### src/rtl/pcc_seq_pkg.sv
// Shared types and width helpers for the pcc_seq popcount-compare sequencer.
package pcc_seq_pkg;

  typedef enum logic [1:0] {IDLE, RUN, DONE} state_t;

  localparam int POS_SLICE_W = 2;
  localparam int NEG_SLICE_W = 4;

  function automatic int pos_cnt_w(input int chunks);
    return $clog2(POS_SLICE_W * chunks + 1);
  endfunction

  function automatic int neg_cnt_w(input int chunks);
    return $clog2(NEG_SLICE_W * chunks + 1);
  endfunction

  function automatic int chunk_w(input int chunks);
    return $clog2(chunks + 1);
  endfunction

endpackage

### src/rtl/pcc_seq_if.sv
// Request/result handshake bundle between a vector source and pcc_seq.
interface pcc_seq_if
  import pcc_seq_pkg::*;
#(
  parameter int CHUNKS = 4
) ();

  localparam int PW  = POS_SLICE_W * CHUNKS;
  localparam int NW  = NEG_SLICE_W * CHUNKS;
  localparam int PCW = pos_cnt_w(CHUNKS);
  localparam int NCW = neg_cnt_w(CHUNKS);
  localparam int CW  = chunk_w(CHUNKS);

  logic           in_valid;
  logic           in_ready;
  logic [PW-1:0]  in_pos;
  logic [NW-1:0]  in_neg;
  logic           out_valid;
  logic           out_ready;
  logic           out_result;
  logic [PCW-1:0] out_pos_cnt;
  logic [NCW-1:0] out_neg_cnt;
  logic [CW-1:0]  out_chunks;
  logic           busy;

  modport master (
    output in_valid, in_pos, in_neg, out_ready,
    input  in_ready, out_valid, out_result, out_pos_cnt, out_neg_cnt, out_chunks, busy
  );

  modport slave (
    input  in_valid, in_pos, in_neg, out_ready,
    output in_ready, out_valid, out_result, out_pos_cnt, out_neg_cnt, out_chunks, busy
  );

endinterface

### src/rtl/pcc_slice_cnt.sv
// Exact popcount of one 2-bit pos slice and one 4-bit neg slice (combinational).
module pcc_slice_cnt
  import pcc_seq_pkg::*;
(
  input  logic [POS_SLICE_W-1:0] pos_slice,
  input  logic [NEG_SLICE_W-1:0] neg_slice,
  output logic [1:0]             pos_cnt,
  output logic [2:0]             neg_cnt
);

  assign pos_cnt = 2'(pos_slice[0]) + 2'(pos_slice[1]);
  assign neg_cnt = 3'(neg_slice[0]) + 3'(neg_slice[1]) + 3'(neg_slice[2]) + 3'(neg_slice[3]);

endmodule

### src/rtl/pcc_seq.sv
// Popcount-compare sequencer: streams captured pos/neg vectors through one slice counter.
// Optional early decision when PCC_SEQ_EARLY_EXIT_EN is defined.
module pcc_seq
  import pcc_seq_pkg::*;
#(
  parameter int CHUNKS = 4
) (
  input  logic        clk,
  input  logic        rst_n,
  pcc_seq_if.slave    bus
);

  localparam int PW     = POS_SLICE_W * CHUNKS;
  localparam int NW     = NEG_SLICE_W * CHUNKS;
  localparam int PCW    = pos_cnt_w(CHUNKS);
  localparam int NCW    = neg_cnt_w(CHUNKS);
  localparam int CW     = chunk_w(CHUNKS);
  localparam int CMP_W  = NCW;

  state_t         state_q, state_d;
  logic [CW-1:0]  idx_q, idx_d;
  logic [PCW-1:0] pacc_q, pacc_d;
  logic [NCW-1:0] nacc_q, nacc_d;
  logic [PW-1:0]  pos_q, pos_d;
  logic [NW-1:0]  neg_q, neg_d;
  logic           ov_q, ov_d;
  logic           res_q, res_d;
  logic [PCW-1:0] opc_q, opc_d;
  logic [NCW-1:0] onc_q, onc_d;
  logic [CW-1:0]  och_q, och_d;

  logic [PW-1:0]  pos_sh;
  logic [NW-1:0]  neg_sh;
  logic [1:0]     slice_pc;
  logic [2:0]     slice_nc;
  logic [PCW-1:0] p_new;
  logic [NCW-1:0] n_new;
  logic           last, accept, finish, fin_res;
`ifdef PCC_SEQ_EARLY_EXIT_EN
  logic [31:0]    rem, p32, n32;
  logic           exit_hi, exit_lo;
`endif

  assign pos_sh = pos_q >> {idx_q, 1'b0};
  assign neg_sh = neg_q >> {idx_q, 2'b00};

  pcc_slice_cnt u_slice (
    .pos_slice (pos_sh[POS_SLICE_W-1:0]),
    .neg_slice (neg_sh[NEG_SLICE_W-1:0]),
    .pos_cnt   (slice_pc),
    .neg_cnt   (slice_nc)
  );

  assign bus.in_ready    = (state_q == IDLE) || ((state_q == DONE) && bus.out_ready);
  assign bus.busy        = (state_q == RUN);
  assign bus.out_valid   = ov_q;
  assign bus.out_result  = res_q;
  assign bus.out_pos_cnt = opc_q;
  assign bus.out_neg_cnt = onc_q;
  assign bus.out_chunks  = och_q;

  always_comb begin
    state_d = state_q;
    idx_d   = idx_q;
    pacc_d  = pacc_q;
    nacc_d  = nacc_q;
    pos_d   = pos_q;
    neg_d   = neg_q;
    ov_d    = ov_q;
    res_d   = res_q;
    opc_d   = opc_q;
    onc_d   = onc_q;
    och_d   = och_q;
    accept  = 1'b0;
    finish  = 1'b0;
    fin_res = 1'b0;

    p_new = pacc_q + PCW'(slice_pc);
    n_new = nacc_q + NCW'(slice_nc);
    last  = (idx_q == CW'(CHUNKS - 1));
`ifdef PCC_SEQ_EARLY_EXIT_EN
    // r counts the slices still unprocessed after this one.
    rem     = 32'(CHUNKS - 1) - 32'(idx_q);
    p32     = 32'(p_new);
    n32     = 32'(n_new);
    exit_hi = p32 >= (n32 + 32'(NEG_SLICE_W) * rem);
    exit_lo = (p32 + 32'(POS_SLICE_W) * rem) < n32;
`endif

    case (state_q)
      IDLE: accept = bus.in_valid;
      RUN: begin
        pacc_d = p_new;
        nacc_d = n_new;
        idx_d  = idx_q + CW'(1);
`ifdef PCC_SEQ_EARLY_EXIT_EN
        if (exit_hi) begin
          finish  = 1'b1;
          fin_res = 1'b1;
        end else if (exit_lo || last) begin
          finish  = 1'b1;
          fin_res = CMP_W'(p_new) >= CMP_W'(n_new);
        end
`else
        if (last) begin
          finish  = 1'b1;
          fin_res = CMP_W'(p_new) >= CMP_W'(n_new);
        end
`endif
        if (finish) begin
          state_d = DONE;
          ov_d    = 1'b1;
          res_d   = fin_res;
          opc_d   = p_new;
          onc_d   = n_new;
          och_d   = idx_q + CW'(1);
        end
      end
      DONE: begin
        if (bus.out_ready) begin
          ov_d    = 1'b0;
          state_d = IDLE;
          accept  = bus.in_valid;
        end
      end
      default: state_d = IDLE;
    endcase

    // A new capture overrides whatever the state branch chose.
    if (accept) begin
      state_d = RUN;
      pos_d   = bus.in_pos;
      neg_d   = bus.in_neg;
      pacc_d  = '0;
      nacc_d  = '0;
      idx_d   = '0;
    end
  end

  always_ff @(posedge clk or negedge rst_n) begin
    if (!rst_n) begin
      state_q <= IDLE;
      idx_q   <= '0;
      pacc_q  <= '0;
      nacc_q  <= '0;
      ov_q    <= 1'b0;
      res_q   <= 1'b0;
      opc_q   <= '0;
      onc_q   <= '0;
      och_q   <= '0;
    end else begin
      state_q <= state_d;
      idx_q   <= idx_d;
      pacc_q  <= pacc_d;
      nacc_q  <= nacc_d;
      ov_q    <= ov_d;
      res_q   <= res_d;
      opc_q   <= opc_d;
      onc_q   <= onc_d;
      och_q   <= och_d;
    end
  end

  // Captured vectors are pure data and need no reset.
  always_ff @(posedge clk) begin
    pos_q <= pos_d;
    neg_q <= neg_d;
  end

endmodule

### src/flat_wrapper.sv
// flat-port wrapper written by rule: the top's interface ports become plain ports
module pcc_seq_flat import pcc_seq_pkg::*;
#(
  parameter int CHUNKS = 4
)
  (clk, rst_n, bus_in_valid, bus_in_pos, bus_in_neg, bus_out_ready, bus_in_ready, bus_out_valid, bus_out_result, bus_out_pos_cnt, bus_out_neg_cnt, bus_out_chunks, bus_busy);
  pcc_seq_if #(.CHUNKS(CHUNKS)) bus_i ();
  input  logic clk;
  input  logic rst_n;
  input wire logic [$bits(bus_i.in_valid)-1:0] bus_in_valid;
  input wire logic [$bits(bus_i.in_pos)-1:0] bus_in_pos;
  input wire logic [$bits(bus_i.in_neg)-1:0] bus_in_neg;
  input wire logic [$bits(bus_i.out_ready)-1:0] bus_out_ready;
  output wire logic [$bits(bus_i.in_ready)-1:0] bus_in_ready;
  output wire logic [$bits(bus_i.out_valid)-1:0] bus_out_valid;
  output wire logic [$bits(bus_i.out_result)-1:0] bus_out_result;
  output wire logic [$bits(bus_i.out_pos_cnt)-1:0] bus_out_pos_cnt;
  output wire logic [$bits(bus_i.out_neg_cnt)-1:0] bus_out_neg_cnt;
  output wire logic [$bits(bus_i.out_chunks)-1:0] bus_out_chunks;
  output wire logic [$bits(bus_i.busy)-1:0] bus_busy;
  assign bus_i.in_valid = bus_in_valid;
  assign bus_i.in_pos = bus_in_pos;
  assign bus_i.in_neg = bus_in_neg;
  assign bus_i.out_ready = bus_out_ready;
  assign bus_in_ready = bus_i.in_ready;
  assign bus_out_valid = bus_i.out_valid;
  assign bus_out_result = bus_i.out_result;
  assign bus_out_pos_cnt = bus_i.out_pos_cnt;
  assign bus_out_neg_cnt = bus_i.out_neg_cnt;
  assign bus_out_chunks = bus_i.out_chunks;
  assign bus_busy = bus_i.busy;
  pcc_seq #(.CHUNKS(CHUNKS)) u_core (.clk(clk), .rst_n(rst_n), .bus(bus_i));
endmodule
### config.mk
export PLATFORM = sky130hd
export DESIGN_NAME = pcc_seq_flat
export DESIGN_NICKNAME = d
export VERILOG_FILES = /design/src/rtl/pcc_seq_pkg.sv /design/src/rtl/pcc_seq_if.sv /design/src/rtl/pcc_slice_cnt.sv /design/src/rtl/pcc_seq.sv /design/src/flat_wrapper.sv
export SDC_FILE = /design/constraint.sdc
export NUM_CORES = 1
export LEC_CHECK = 0
export ABC_AREA = 1
export CAP_MARGIN = 30
export CORE_AREA = 2 2 99 53
export CTS_CLUSTER_DIAMETER = 150
export DETAILED_ROUTE_END_ITERATION = 8
export DIE_AREA = 0 0 101 55
export GPL_TIMING_DRIVEN = 0
export PLACE_DENSITY = 0.81
export SLEW_MARGIN = 10
export SYNTH_ARGS = -nofsm -noshare
export SYNTH_HDL_FRONTEND = slang
export SYNTH_SLANG_ARGS = --single-unit
### constraint.sdc
create_clock -name clk -period 4.15 [get_ports clk]
set_input_delay 0.83 -clock clk [delete_from_list [all_inputs] [get_ports clk]]
set_output_delay 0.83 -clock clk [all_outputs]
set_load 0.01 [all_outputs]
# Word level (Yosys, flattened, before mapping)
# Index checks and enable logic that the tools add are counted.
# word_totals
register_bits	52
in_bits	28
wordCells	55
# classes
addsub	7
order_cmp	1
n_eq_ne	8
shifts	2
muxes	18
n_reduce_logical	8
# op_table
cell	n
$shr 16x5->4	1
$mux 5	2
$mux 4	2
$shr 8x4->2	1
$mux 1	6
$mux 2	3
$mux 3	2
$pmux 2 s3	1
$reduce_and 3->1	2
$add 5x3->5	1
$ge 4x5->1	1
$add 1x1->2	2
$add 4x2->4	1
$ne 2x1->1 const B	2
$pmux 1 s2	2
$reduce_bool 2->1	2
$add 2x1->3	1
$add 3x1->3	1
$add 3x1->3 const B	1
$eq 3x2->1 const B	1
$ne 3x1->1 const B	1
$ne 3x2->1 const B	1
$eq 2x1->1 const B	1
$eq 2x2->1 const B	1
other kinds (5)	5

# Longest topological paths before layout
# Gate-level depths: netlist of run 1.
# depth
ltp_word	7
mapped_depth	19
depth_no_buf	18

# Hierarchy
# A second synthesis of run 1 with hierarchy kept.
# hier_totals
cells_unflattened	240
hier_area_um2	2462.4
# modules_own_cells
module	instances	cells_per_inst	area_per_inst_um2	seq_area_each_um2
pcc_seq	1	231	2386.0	1421.4
pcc_slice_cnt	1	9	76.3	0.0

# Worst setup path after synthesis of run 1
# OpenSTA, ideal clock, no wires.
# synth_timing
path_kind	register -> register
from	register u_core.idx_q[0]
to	register u_core.res_q, in the netlist u_core.bus.out_result
arrival_time_ns	3.055
slack_ns	0.979
path_stages_with_launch	18
path_buffers	1
cell_sequence	dfrtp_1 -> inv_1 -> buf_2 -> nor2_1 -> o22ai_1 -> nand2_1 -> fa_1 -> fa_1 -> fa_1 -> xnor2_1 -> inv_1 -> ha_1 -> nand2_1 -> nand2_1 -> nand2_1 -> nand2_1 -> nand2_1 -> nand2_1
# synth_via
elab_chain_cells	7
word_cells_on_any_way	14
classes_between	add/sub (6); order compare (1); eq/ne (1); shift (2); mux (3); reduce/logical (1)
# synth_rtl
item	line	rtl
start, declared	pcc_seq.sv:21	logic [CW-1:0] idx_q, idx_d;
start signal, assigned	pcc_seq.sv:153	idx_q <= idx_d;
$shr 16x5->4	pcc_seq.sv:45	assign neg_sh = neg_q >> {idx_q, 2'b00};
$add 1x1->2	pcc_slice_cnt.sv:12	assign neg_cnt = 3'(neg_slice[0]) + 3'(neg_slice[1]) + 3'(neg_slice[2]) + 3'(neg_slice[3]);
$add 2x1->3	pcc_slice_cnt.sv:12	
$add 3x1->3	pcc_slice_cnt.sv:12	
$add 5x3->5	pcc_seq.sv:79	n_new = nacc_q + NCW'(slice_nc);
$ge 4x5->1	pcc_seq.sv:107	fin_res = CMP_W'(p_new) >= CMP_W'(n_new);
$mux 1	pcc_seq.sv:105	if (last) begin
end signal, assigned	pcc_seq.sv:157	res_q <= res_d;
end, declared	pcc_seq.sv:27	logic res_q, res_d;
# Parallel ways exist; a longest one is shown, timed or not. The select of a mux whose other input is x is not followed.
# A chain may end at the register's enable or synchronous reset.

# Worst setup path after layout of run 1
# Ends and elaborated chain as after synthesis.

==> reports/summary.txt, run 1 <==
I/O Pins = 44
Final Wtd Congestion = 0.8366
# diodes = 0
Final hold vios = 0
Layout cells sized above 1 = 10.31%
CP cell instances = inv_1, buf_2, nor2_1, o22ai_1, nand2_1, fa_1, fa_1, fa_1, xnor2_1, inv_1, ha_1, nand2_1, nand2_1, nand2_1, nand2_1, nand2_1, nand2_1
# H-tree levels = 2
Clock Pin Slew Worst Setup and Hold Paths = 0.10 ns
Synth warn = 0
Asr flop ratio synth = 53.85%
Post-DR wirelength/cell = 14.63 um
Post-synth EDFFs = 24
CTS buffer count = 5
Post-synthesis simple-gate area fraction = 12.69%
Die H = 55 um
Clock Sinks = 52
Worst hold margin = 0.4860 ns
Max VDD drop = 0.3426 mV
Commonest non-fill, non-tap cell in the layout = clkdlybuf4s50_1
CP startpoint kind = register
Pin count of the biggest net entering global routing = 25
Vias in the first global route = 1633
Worst-path fanout max = 10
Total power = 2.605 mW
RSZ-0062 raised after global routing = no
Most frequent cells in the layout = clkdlybuf4s50_1 (43), nand2_1 (41), dfrtp_1 (28), edfxtp_1 (24), inv_1 (23)
Worst path max stage delay = 0.52 ns
Req. time, crit path = 4.36 ns
Fmax = 278.6 MHz
Area Growth Syn to Fin = 26.52%
Cell count after synthesis = 210
Sequential area share after synthesis = 61.11%
Initial DRC Count = 122
Yosys reg bits = 52
Postcts setup bufs = 0
Normalized max-slew margin = 40.24%
Worst path bufs/invs = 3
# Max-Cap Violations = 0
CTS tree = yes
Post-route ant nets = 0
Initial Util = 49.18%
Synth cell types = 21
Die boundary width = 101 um
Critical Path End Type = register
Max-slew violations = 0
Row count = 18
Post-CTS sizing = 0
CTS max path bufs = 2
Combinational family with the most area after synthesis = simple AND/OR/NAND/NOR gates
Post-Synth Adder-Cell Area = 7.746%
First-pass GRT wire length = 7783 um
XOR/XNOR Fraction of Synth Area = 1.883%
GRT Resource Usage Total = 19.23%
Hold Path Class = reg2reg
Crit path DAT = 3.80 ns
Pre-antenna DRT Iters = 4
Detailed Route WL = 4711 um
Worst Skew = 0.01277 ns
Remaining global-route overflow = 0
Fin nets = 301
Power Density = 885.1 mW/mm^2
Crit path kind = reg2reg
Post-synth top flop = dfrtp_1
Initial antenna violation count = 0
Status = finished clean
Worst-Skew Late Latency = 0.31 ns
Lkg Pwr = 1.274 nW
Top cell family by delay on the critical path = adder cells
Final Core Density = 62.22%
Port bufs = 43
Area of the mapped netlist = 0.002326 mm^2
CP max stage cell = fa_1
DR vias = 1641
Worst-margin pin slew = 0.8954 ns
Root Driver = clkbuf_8
Syn_nets = 250
CP dominant cell by count = nand2_1
Final setup fails = 0
Fin crit period = 3.589 ns
DRC viols = 0
CORE AREA = 0.004730 mm^2
Setup tns final = 0 ns
Vias/cell = 5.096
Syn Area/Cell = 11.08 um^2
Multiplexer share of the synthesized area = 0%
Fin crit share = 86.48%
Dpl hpwl = 3611 um
Die footprint = 0.005555 mm^2
CTS Hold Bufs = 0
Compound-Gate Fraction of Synth Area = 10.87%
tightest hold or removal path, stage by stage, from the launching register on:
cell and delay (ns):
dfrtp_1 0.36, nand2_1 0.06, nand2_1 0.05
registers in the layout, indices dropped and copies added (netlist names), 2 cells and up:
register	count
u_core.bus.out_chunks	3
u_core.bus.out_neg_cnt	5
u_core.bus.out_pos_cnt	4
u_core.idx_q	3
u_core.nacc_q	5
u_core.neg_q	16
u_core.pacc_q	4
u_core.pos_q	8
u_core.state_q	2
cells by family (layout without fill, tap and decap cells):
group                      count (synthesis)  count (layout)
DFF                                       52              52
AOI/OAI and AO/OA                         42              42
xor gates and xnor gates                   5               5
adders and majority gates                 12              12
and+or+nand+nor                           70              70
buffers and inverters                     29              81
layout make-up:
type / count / area [um^2]
Inverter: 24 / 92.59
Clock inverter: 2 / 13.76
Buffer: 5 / 40.04
Sequential cell: 52 / 1421
Timing Repair Buffer: 44 / 445.4
Fill cell: 367 / 1787
Multi-Input combinational cell: 129 / 772.0
Clock buffer: 6 / 82.58
Tap cell: 60 / 75.07
Yosys cell counts, types with 4 or more instances:
| library cell | n | area share (%) |
|---|---|---|
| o21ai_2 | 8 | 3.0 |
| fa_1 | 4 | 3.4 |
| o21ai_0 | 18 | 3.9 |
| ha_1 | 8 | 4.3 |
| inv_1 | 23 | 3.7 |
| nand2_1 | 41 | 6.6 |
| nand3_1 | 6 | 1.3 |
| dfrtp_1 | 28 | 30 |
| nor2_1 | 19 | 3.1 |
| o22ai_1 | 10 | 2.7 |
| edfxtp_1 | 24 | 31 |
worst paths after layout:
check	end	startpoint	slack (ns)	cells after the start
min	u_core.bus.out_valid$_DFFE_PN0P_	u_core.bus.out_valid$_DFFE_PN0P_	0.49	2
max	u_core.bus.out_result$_DFFE_PN0P_	u_core.idx_q[0]$_DFFE_PN0P_	0.56	17
max in group asynchronous	u_core.nacc_q[1]$_DFFE_PN0P_	rst_n	2.62	2
min in group asynchronous	u_core.bus.out_neg_cnt[0]$_DFFE_PN0P_	rst_n	0.97	1
max reg2reg	u_core.bus.out_result$_DFFE_PN0P_	u_core.idx_q[0]$_DFFE_PN0P_	0.56	17
min reg2reg	u_core.bus.out_valid$_DFFE_PN0P_	u_core.bus.out_valid$_DFFE_PN0P_	0.49	2
stage by stage:
step | setup slack, ns | area (um^2) | instances
2_1_floorplan | 0.9787 | 2326 | 210
3_3_place_gp | 0.6408 | 2831 | 313
3_5_place_dp | 0.5830 | 2846 | 314
4_1_cts | 0.5643 | 2943 | 322
5_1_grt | 0.2610 | 2943 | 322
6_report | 0.5611 | 2943 | 322
metal layers:
| layer | routed length (um) | track usage (%) | vias up |
|---|---|---|---|
| met3 | 412 | 5.905 | 4 |
| li1 | - | - | 800 |
| met5 | 0 | 0 | - |
| met4 | 21 | 4.955 | 0 |
| met1 | 2294 | 27.12 | 771 |
| met2 | 1982 | 29.56 | 66 |
report_power, final:
part	internal (mW)	leakage [nW]	switching, mW
logic	0.611	0.643	0.863
registers	0.719	0.579	0.101
clock network	0.137	0.0516	0.174
Note: power is estimated with default switching activity, not from simulation.
==> run 2, diff against run 1 <==
--- a/config.mk
+++ b/config.mk
@@ -6,13 +6,13 @@
 export NUM_CORES = 1
 export LEC_CHECK = 0
 export ABC_AREA = 1
-export CAP_MARGIN = 30
-export CORE_AREA = 2 2 99 53
+export CAP_MARGIN = 5
+export CORE_AREA = 2 2 104 56
 export CTS_CLUSTER_DIAMETER = 150
 export DETAILED_ROUTE_END_ITERATION = 8
-export DIE_AREA = 0 0 101 55
+export DIE_AREA = 0 0 106 58
 export GPL_TIMING_DRIVEN = 0
-export PLACE_DENSITY = 0.81
+export PLACE_DENSITY = 0.77
 export SLEW_MARGIN = 10
 export SYNTH_ARGS = -nofsm -noshare
 export SYNTH_HDL_FRONTEND = slang
==> constraint.sdc (replaced) <==
create_clock -name clk -period 3.1 [get_ports clk]
set_input_delay 0.62 -clock clk [delete_from_list [all_inputs] [get_ports clk]]
set_output_delay 0.62 -clock clk [all_outputs]
set_load 0.01 [all_outputs]
==> run 2 against run 1 <==
  * The run now ends with setup timing left
  * Critical path depth unchanged
  * Flip-flop and latch count unchanged
  * Worst hold slack got worse by 0.18 ns
==> reports/summary.txt, run 2 (synthesized netlist as in run 1, its figures left out) <==
Final worst slack = -0.06940 ns (-0.6305 ns)
Port bufs = 43 (unchanged)
Die footprint = 0.006148 mm^2 (+11%)
Worst-path fanout max = 5 (-5)
First-pass GRT wire length = 8652 um (+11%)
Detailed Route WL = 5169 um (+9.7%)
Initial DRC Count = 102 (-16%)
Post-DR wirelength/cell = 14.98 um (+2.4%)
Dpl hpwl = 3511 um (-2.8%)
Root Driver = clkbuf_8
# diodes = 0 (unchanged)
CTS max path bufs = 2 (unchanged)
Top cell family by delay on the critical path = adder cells
Remaining global-route overflow = 0 (unchanged)
Crit path DAT = 3.39 ns (-0.41 ns)
FILL cells = 436 (+19%)
DR vias = 1693 (+3.2%)
Fin crit period = 3.169 ns (-0.4195 ns)
Placed cells = 326 (+3.8%)
Critical Path End Type = register
Initial Util = 44.27% (-4.9 points)
Row count = 19 (+1)
Die H = 58 um (+5.5%)
Worst-Skew Late Latency = 0.32 ns (about the same)
Pre-antenna DRT Iters = 4 (unchanged)
Max VDD drop = 0.5454 mV (+59%)
Failing checks = setup timing
Commonest non-fill, non-tap cell in the layout = clkdlybuf4s50_1
Hold Path Class = in2async
Normalized max-slew margin = 40.10% (-0.15 points)
Crit path kind = reg2reg
R2R Path Start = u_core.idx_q[0]$_DFFE_PN0P_
Pin count of the biggest net entering global routing = 29 (+16%)
Fmax = 315.5 MHz (+13%)
Layout cells sized above 1 = 19.12% (+8.8 points)
Largest regs = u_core.neg_q (16), u_core.pos_q (8)
Final Wtd Congestion = 0.8847 (+5.7%)
Lkg Pwr = 1.329 nW (+4.3%)
DRC viols = 0 (unchanged)
CP dominant cell by count = nand2_1
R2r worst-path depth = 17 (unchanged)
CTS Hold Bufs = 0 (unchanged)
FF-to-FF setup slack = -0.07 ns (-0.63 ns)
Biggest register = u_core.neg_q
Cell area after layout = 0.003107 mm^2 (+5.6%)
Clock Pin Slew Worst Setup and Hold Paths = 0.09 ns (about the same)
CP max stage cell = fa_2
CP cell instances = inv_4, buf_6, nor2_2, o22ai_1, nand2_1, fa_1, fa_2, fa_2, ha_4, nand2_2, nand2_2, nand2_1, nand2_1, nand2_1, nand2_1, nand2_1, nand2_1
Status = complete, but fails checks
Post-Layout Cell Count = 345 (+7.1%)
Final setup fails = 1 (+1)
Fin nets = 311 (+3.3%)
# Max-Cap Violations = 0 (unchanged)
RSZ-0062 raised after global routing = yes
Fin crit share = 102.2% (+16 points)
I/O Pins = 44 (unchanged)
Vias in the first global route = 1735 (+6.2%)
Worst path max stage delay = 0.59 ns (+0.07 ns)
Vias/cell = 4.907 (-3.7%)
Worst Skew = 0.01287 ns (+0.00009760 ns)
Initial antenna violation count = 0 (unchanged)
Reg2reg end = u_core.bus.out_result$_DFFE_PN0P_
Max-slew violations = 0 (unchanged)
CTS tree = yes
Worst hold margin = 0.3094 ns (-0.1766 ns)
# H-tree levels = 2 (unchanged)
Final hold vios = 0 (unchanged)
Max reg flops = 16 (unchanged)
CP startpoint kind = register
Clock Sinks = 52 (unchanged)
Power Density = 1309 mW/mm^2 (+48%)
Most frequent cells in the layout = clkdlybuf4s50_1 (42), nand2_1 (39), dfrtp_1 (26), edfxtp_1 (24), inv_1 (20)
Setup tns final = -0.06940 ns (-0.06940 ns)
Worst slack, placed = -0.3500 ns (-0.9330 ns)
CTS buffer count = 5 (unchanged)
Worst path bufs/invs = 2 (-1)
GRT Resource Usage Total = 18.82% (-0.41 points)
Worst-margin pin slew = 0.8976 ns (+0.002233 ns)
Post-route ant nets = 0 (unchanged)
Req. time, crit path = 3.32 ns (-1.04 ns)
Die boundary width = 106 um (+5.0%)
Area Growth Syn to Fin = 33.57%
CORE AREA = 0.005254 mm^2 (+11%)
Placed cell area = 0.002853 mm^2 (+0.22%)
[run 2: cell count changes in the layout (fill, tap and decap cells not counted), sizes merged]
cell	delta
buf	+11
clkbuf	+2
clkdlybuf4s50	-1
clkinv	-1
inv	-1
[run 2: worst max path at each step]
stage	startpoint	end	slack, ns	cells past startpoint
floorplan	u_core.idx_q[0]$_DFFE_PN0P_	u_core.bus.out_result$_DFFE_PN0P_	0.02	17
detailed placement	u_core.idx_q[0]$_DFFE_PN0P_	u_core.bus.out_result$_DFFE_PN0P_	-0.35	17
global route	u_core.idx_q[0]$_DFFE_PN0P_	u_core.bus.out_result$_DFFE_PN0P_	-0.22	17
global placement	u_core.idx_q[0]$_DFFE_PN0P_	u_core.bus.out_result$_DFFE_PN0P_	-0.29	17
CTS	u_core.idx_q[0]$_DFFE_PN0P_	u_core.bus.out_result$_DFFE_PN0P_	-0.08	17
finish	u_core.idx_q[0]$_DFFE_PN0P_	u_core.bus.out_result$_DFFE_PN0P_	-0.07	17
[run 2: layout make-up]
class,count,area [um^2],share of cell area (%)
Sequential cell,52,1424,45.83
Buffer,5,50.05,1.611
Timing Repair Buffer,54,511.7,16.47
Inverter,24,95.09,3.061
Tap cell,73,91.34,2.940
Multi-Input combinational cell,129,833.3,26.82
Clock buffer,8,101.3,3.262
[run 2: worst register-to-register path: stages (launching register included)]
cell,delay [ns]
dfrtp_2,0.47
inv_4,0.09
buf_6,0.11
nor2_2,0.04
o22ai_1,0.15
nand2_1,0.10
fa_1,0.51
fa_2,0.40
fa_2,0.59
ha_4,0.21
nand2_2,0.06
nand2_2,0.05
nand2_1,0.05
nand2_1,0.06
nand2_1,0.06
nand2_1,0.05
nand2_1,0.05
nand2_1,0.04
[run 2: what timing repair did]
item / in CTS / in global routing
gates resized for setup: 16 / 7
setup buffers: 12 / 1
pin swaps: 13 / 13
cloned: 0 / 0
setup endpoints to repair: 3 / 5
[run 2: stage by stage]
| stage | util (%) | power (mW) |
|---|---|---|
| 3_3_place_gp | 54.30 | 3.012 |
| 4_1_cts | 58.89 | 3.952 |
| 5_1_grt | 59.13 | 4.391 |
| 2_1_floorplan | - | 2.449 |
| 6_report | 59.13 | 4.065 |
| 3_5_place_dp | 54.30 | 3.075 |
[run 2: layer usage]
layer	vias to the layer above	routed length [um]	global-route usage (%)	share of wire, %
met5	-	0	0	0
met4	0	63	6.579	1.2
met3	6	372	4.837	7.2
met2	65	2179	27.83	42
met1	804	2553	27.37	49
li1	818	-	-	-
[run 2: report_power, final]
part / leakage, nW / internal [mW] / switching [mW]
clock: 0.0506 / 0.209 / 0.223
combinational: 0.702 / 1.17 / 1.37
sequential: 0.576 / 0.966 / 0.135
==> run 3, diff against run 2 <==
--- a/config.mk
+++ b/config.mk
@@ -7,13 +7,15 @@
 export LEC_CHECK = 0
 export ABC_AREA = 1
 export CAP_MARGIN = 5
-export CORE_AREA = 2 2 104 56
+export CORE_AREA = 2 2 105 56
 export CTS_CLUSTER_DIAMETER = 150
 export DETAILED_ROUTE_END_ITERATION = 8
-export DIE_AREA = 0 0 106 58
+export DIE_AREA = 0 0 107 58
 export GPL_TIMING_DRIVEN = 0
-export PLACE_DENSITY = 0.77
+export PLACE_DENSITY = 0.76
+export SETUP_SLACK_MARGIN = 0.05
 export SLEW_MARGIN = 10
 export SYNTH_ARGS = -nofsm -noshare
 export SYNTH_HDL_FRONTEND = slang
 export SYNTH_SLANG_ARGS = --single-unit
+export TNS_END_PERCENT = 5
==> run 3 against run 2 <==
  * The flow still finishes with violations (setup timing)
  * Setup slack worse by 0.080 ns
  * Critical path depth stayed put
  * Register-to-register slack worse by 0.08 ns
  * Die area is 0.94% higher
  * Sequential share of layout area is 0.33 points lower
  * Flip-flop and latch count stayed put
  * Clock-buffer cell count is 1 lower
  * Maximum frequency is 2.5% lower
  * Clock skew is 0.0094 ns lower
  * Global-route usage is 0.053 points lower
  * Via count is 1.9% higher
  * Critical path type unchanged
  * Largest cell class unchanged
  * Highest routed layer unchanged
==> reports/summary.txt, run 3 (synthesized netlist as in run 1, its figures left out) <==
Status = complete, but fails checks
Failing checks = setup timing
Die boundary width = 107 um (+0.94%)
CP dominant cell by count = nand2_2
Most frequent cells in the layout = clkdlybuf4s50_1 (42), nand2_1 (33), dfrtp_1 (26), edfxtp_1 (24), inv_1 (20)
Fin crit share = 104.8% (+2.6 points)
Post-DR wirelength/cell = 14.87 um (-0.73%)
CORE AREA = 0.005301 mm^2 (+0.90%)
Initial DRC Count = 82 (-20%)
# diodes = 0 (unchanged)
Root Driver = clkbuf_8
Crit path kind = reg2reg
Worst-path fanout max = 5 (unchanged)
Hold Path Class = in2async
CP startpoint kind = register
Vias/cell = 4.986 (+1.6%)
RSZ-0062 raised after global routing = yes
Pin count of the biggest net entering global routing = 29 (unchanged)
DR vias = 1725 (+1.9%)
CTS buffer count = 5 (unchanged)
Worst hold margin = 0.3159 ns (+0.006467 ns)
Row count = 19 (unchanged)
DRC viols = 0 (unchanged)
Final worst slack = -0.1494 ns (-0.08001 ns)
Fin nets = 312 (+0.32%)
CP max stage cell = fa_2
Critical Path End Type = register
Remaining global-route overflow = 0 (unchanged)
Detailed Route WL = 5146 um (-0.44%)
Setup tns final = -0.1494 ns (-0.08001 ns)
Worst-margin pin slew = 0.9110 ns (+0.01346 ns)
CP cell instances = inv_4, buf_6, nor2_2, o22ai_1, nand2_1, fa_1, fa_2, fa_2, ha_4, nand2_2, nand2_2, nand2_2, nand2_2, nand2_2, nand2_2, nand2_2, nand2_1
Initial antenna violation count = 0 (unchanged)
Dpl hpwl = 3721 um (+6.0%)
Normalized max-slew margin = 39.20% (-0.90 points)
Clock Pin Slew Worst Setup and Hold Paths = 0.09 ns (about the same)
Worst path bufs/invs = 2 (unchanged)
Biggest register = u_core.neg_q
Fmax = 307.7 MHz (-2.5%)
CTS tree = yes
Area Growth Syn to Fin = 34.53%
Largest regs = u_core.neg_q (16), u_core.pos_q (8)
Post-route ant nets = 0 (unchanged)
Commonest non-fill, non-tap cell in the layout = clkdlybuf4s50_1
Crit path DAT = 3.46 ns (+0.07 ns)
# H-tree levels = 2 (unchanged)
Worst path max stage delay = 0.63 ns (+0.04 ns)
Vias in the first global route = 1714 (-1.2%)
Final Core Density = 59.03% (-0.11 points)
Die footprint = 0.006206 mm^2 (+0.94%)
# Max-Cap Violations = 0 (unchanged)
Final hold vios = 0 (unchanged)
CTS Hold Bufs = 0 (unchanged)
Placed cells = 326 (unchanged)
I/O Pins = 44 (unchanged)
First-pass GRT wire length = 8680 um (+0.32%)
Pre-antenna DRT Iters = 4 (unchanged)
Fin crit period = 3.249 ns (+0.08001 ns)
Max reg flops = 16 (unchanged)
Req. time, crit path = 3.31 ns (about the same)
Die H = 58 um (unchanged)
Clock Sinks = 52 (unchanged)
CTS max path bufs = 2 (unchanged)
Post-Layout Cell Count = 346 (+0.29%)
Final setup fails = 1 (unchanged)
FILL cells = 442 (+1.4%)
Top cell family by delay on the critical path = adder cells
Worst-Skew Late Latency = 0.31 ns (about the same)
Initial Util = 43.88% (-0.40 points)
Max-slew violations = 0 (unchanged)
Layout cells sized above 1 = 21.98% (+2.9 points)
Worst Skew = 0.003476 ns (-0.009389 ns)
Port bufs = 43 (unchanged)
GRT Resource Usage Total = 18.77% (-0.053 points)
Final Wtd Congestion = 0.8134 (-8.1%)
[run 3: worst paths after layout]
check	startpoint	to	slack (ns)	depth (start not counted)
hold / removal	rst_n	u_core.bus.out_neg_cnt[0]$_DFFE_PN0P_	0.32	1
hold reg to reg	u_core.bus.out_valid$_DFFE_PN0P_	u_core.bus.out_valid$_DFFE_PN0P_	0.47	2
max in group asynchronous	rst_n	u_core.idx_q[0]$_DFFE_PN0P_	2.33	1
min in group clk	u_core.bus.out_valid$_DFFE_PN0P_	u_core.bus.out_valid$_DFFE_PN0P_	0.47	2
setup / recovery	u_core.idx_q[0]$_DFFE_PN0P_	u_core.bus.out_result$_DFFE_PN0P_	-0.15	17
setup reg to reg	u_core.idx_q[0]$_DFFE_PN0P_	u_core.bus.out_result$_DFFE_PN0P_	-0.15	17
[run 3: worst register-to-register path, stage by stage, from the launching register on]
cell and delay [ns]:
dfrtp_2 0.46, inv_4 0.09, buf_6 0.12, nor2_2 0.03
o22ai_1 0.16, nand2_1 0.10, fa_1 0.52, fa_2 0.40
fa_2 0.63, ha_4 0.21, nand2_2 0.05, nand2_2 0.05
nand2_2 0.06, nand2_2 0.05, nand2_2 0.06, nand2_2 0.05
nand2_2 0.05, nand2_1 0.04
[run 3: repair_timing]
item                                    4_1_cts  5_1_grt
resized for setup                            14       15
endpoints found under the setup margin        1        3
setup buffers                                11        1
pin swaps                                    10       13
[run 3: layout make-up]
cell class / instances / area, um^2 / share of cell area [%]
plain buffers: 5 / 50.05 / 1.599
clock buffers: 7 / 76.32 / 2.439
clock inverters: 1 / 5.005 / 0.1599
inverters: 24 / 97.59 / 3.119
multi-input cells: 129 / 853.3 / 27.27
flip-flops and latches: 52 / 1424 / 45.50
well taps: 73 / 91.34 / 2.919
repair buffers: 55 / 531.8 / 16.99
[run 3: layer usage]
layer  global-route usage [%]  wire length, um
met4                    5.009               62
met5                        0                0
met3                    5.512              347
met1                    26.69             2508
met2                    28.66             2227
[run 3: through the flow]
stage	setup WS (ns)	cell area (um^2)
final	-0.1494	3129
after global placement	-0.2297	2855
after CTS	-0.05750	3079
after detailed placement	-0.3172	2850
after floorplan	0.05679	2333
after global routing	-0.2603	3129
Power of run 3 is left out: the tool's default activity adds up to more than one toggle a clock period on the data nets, which glitch-free logic cannot reach.
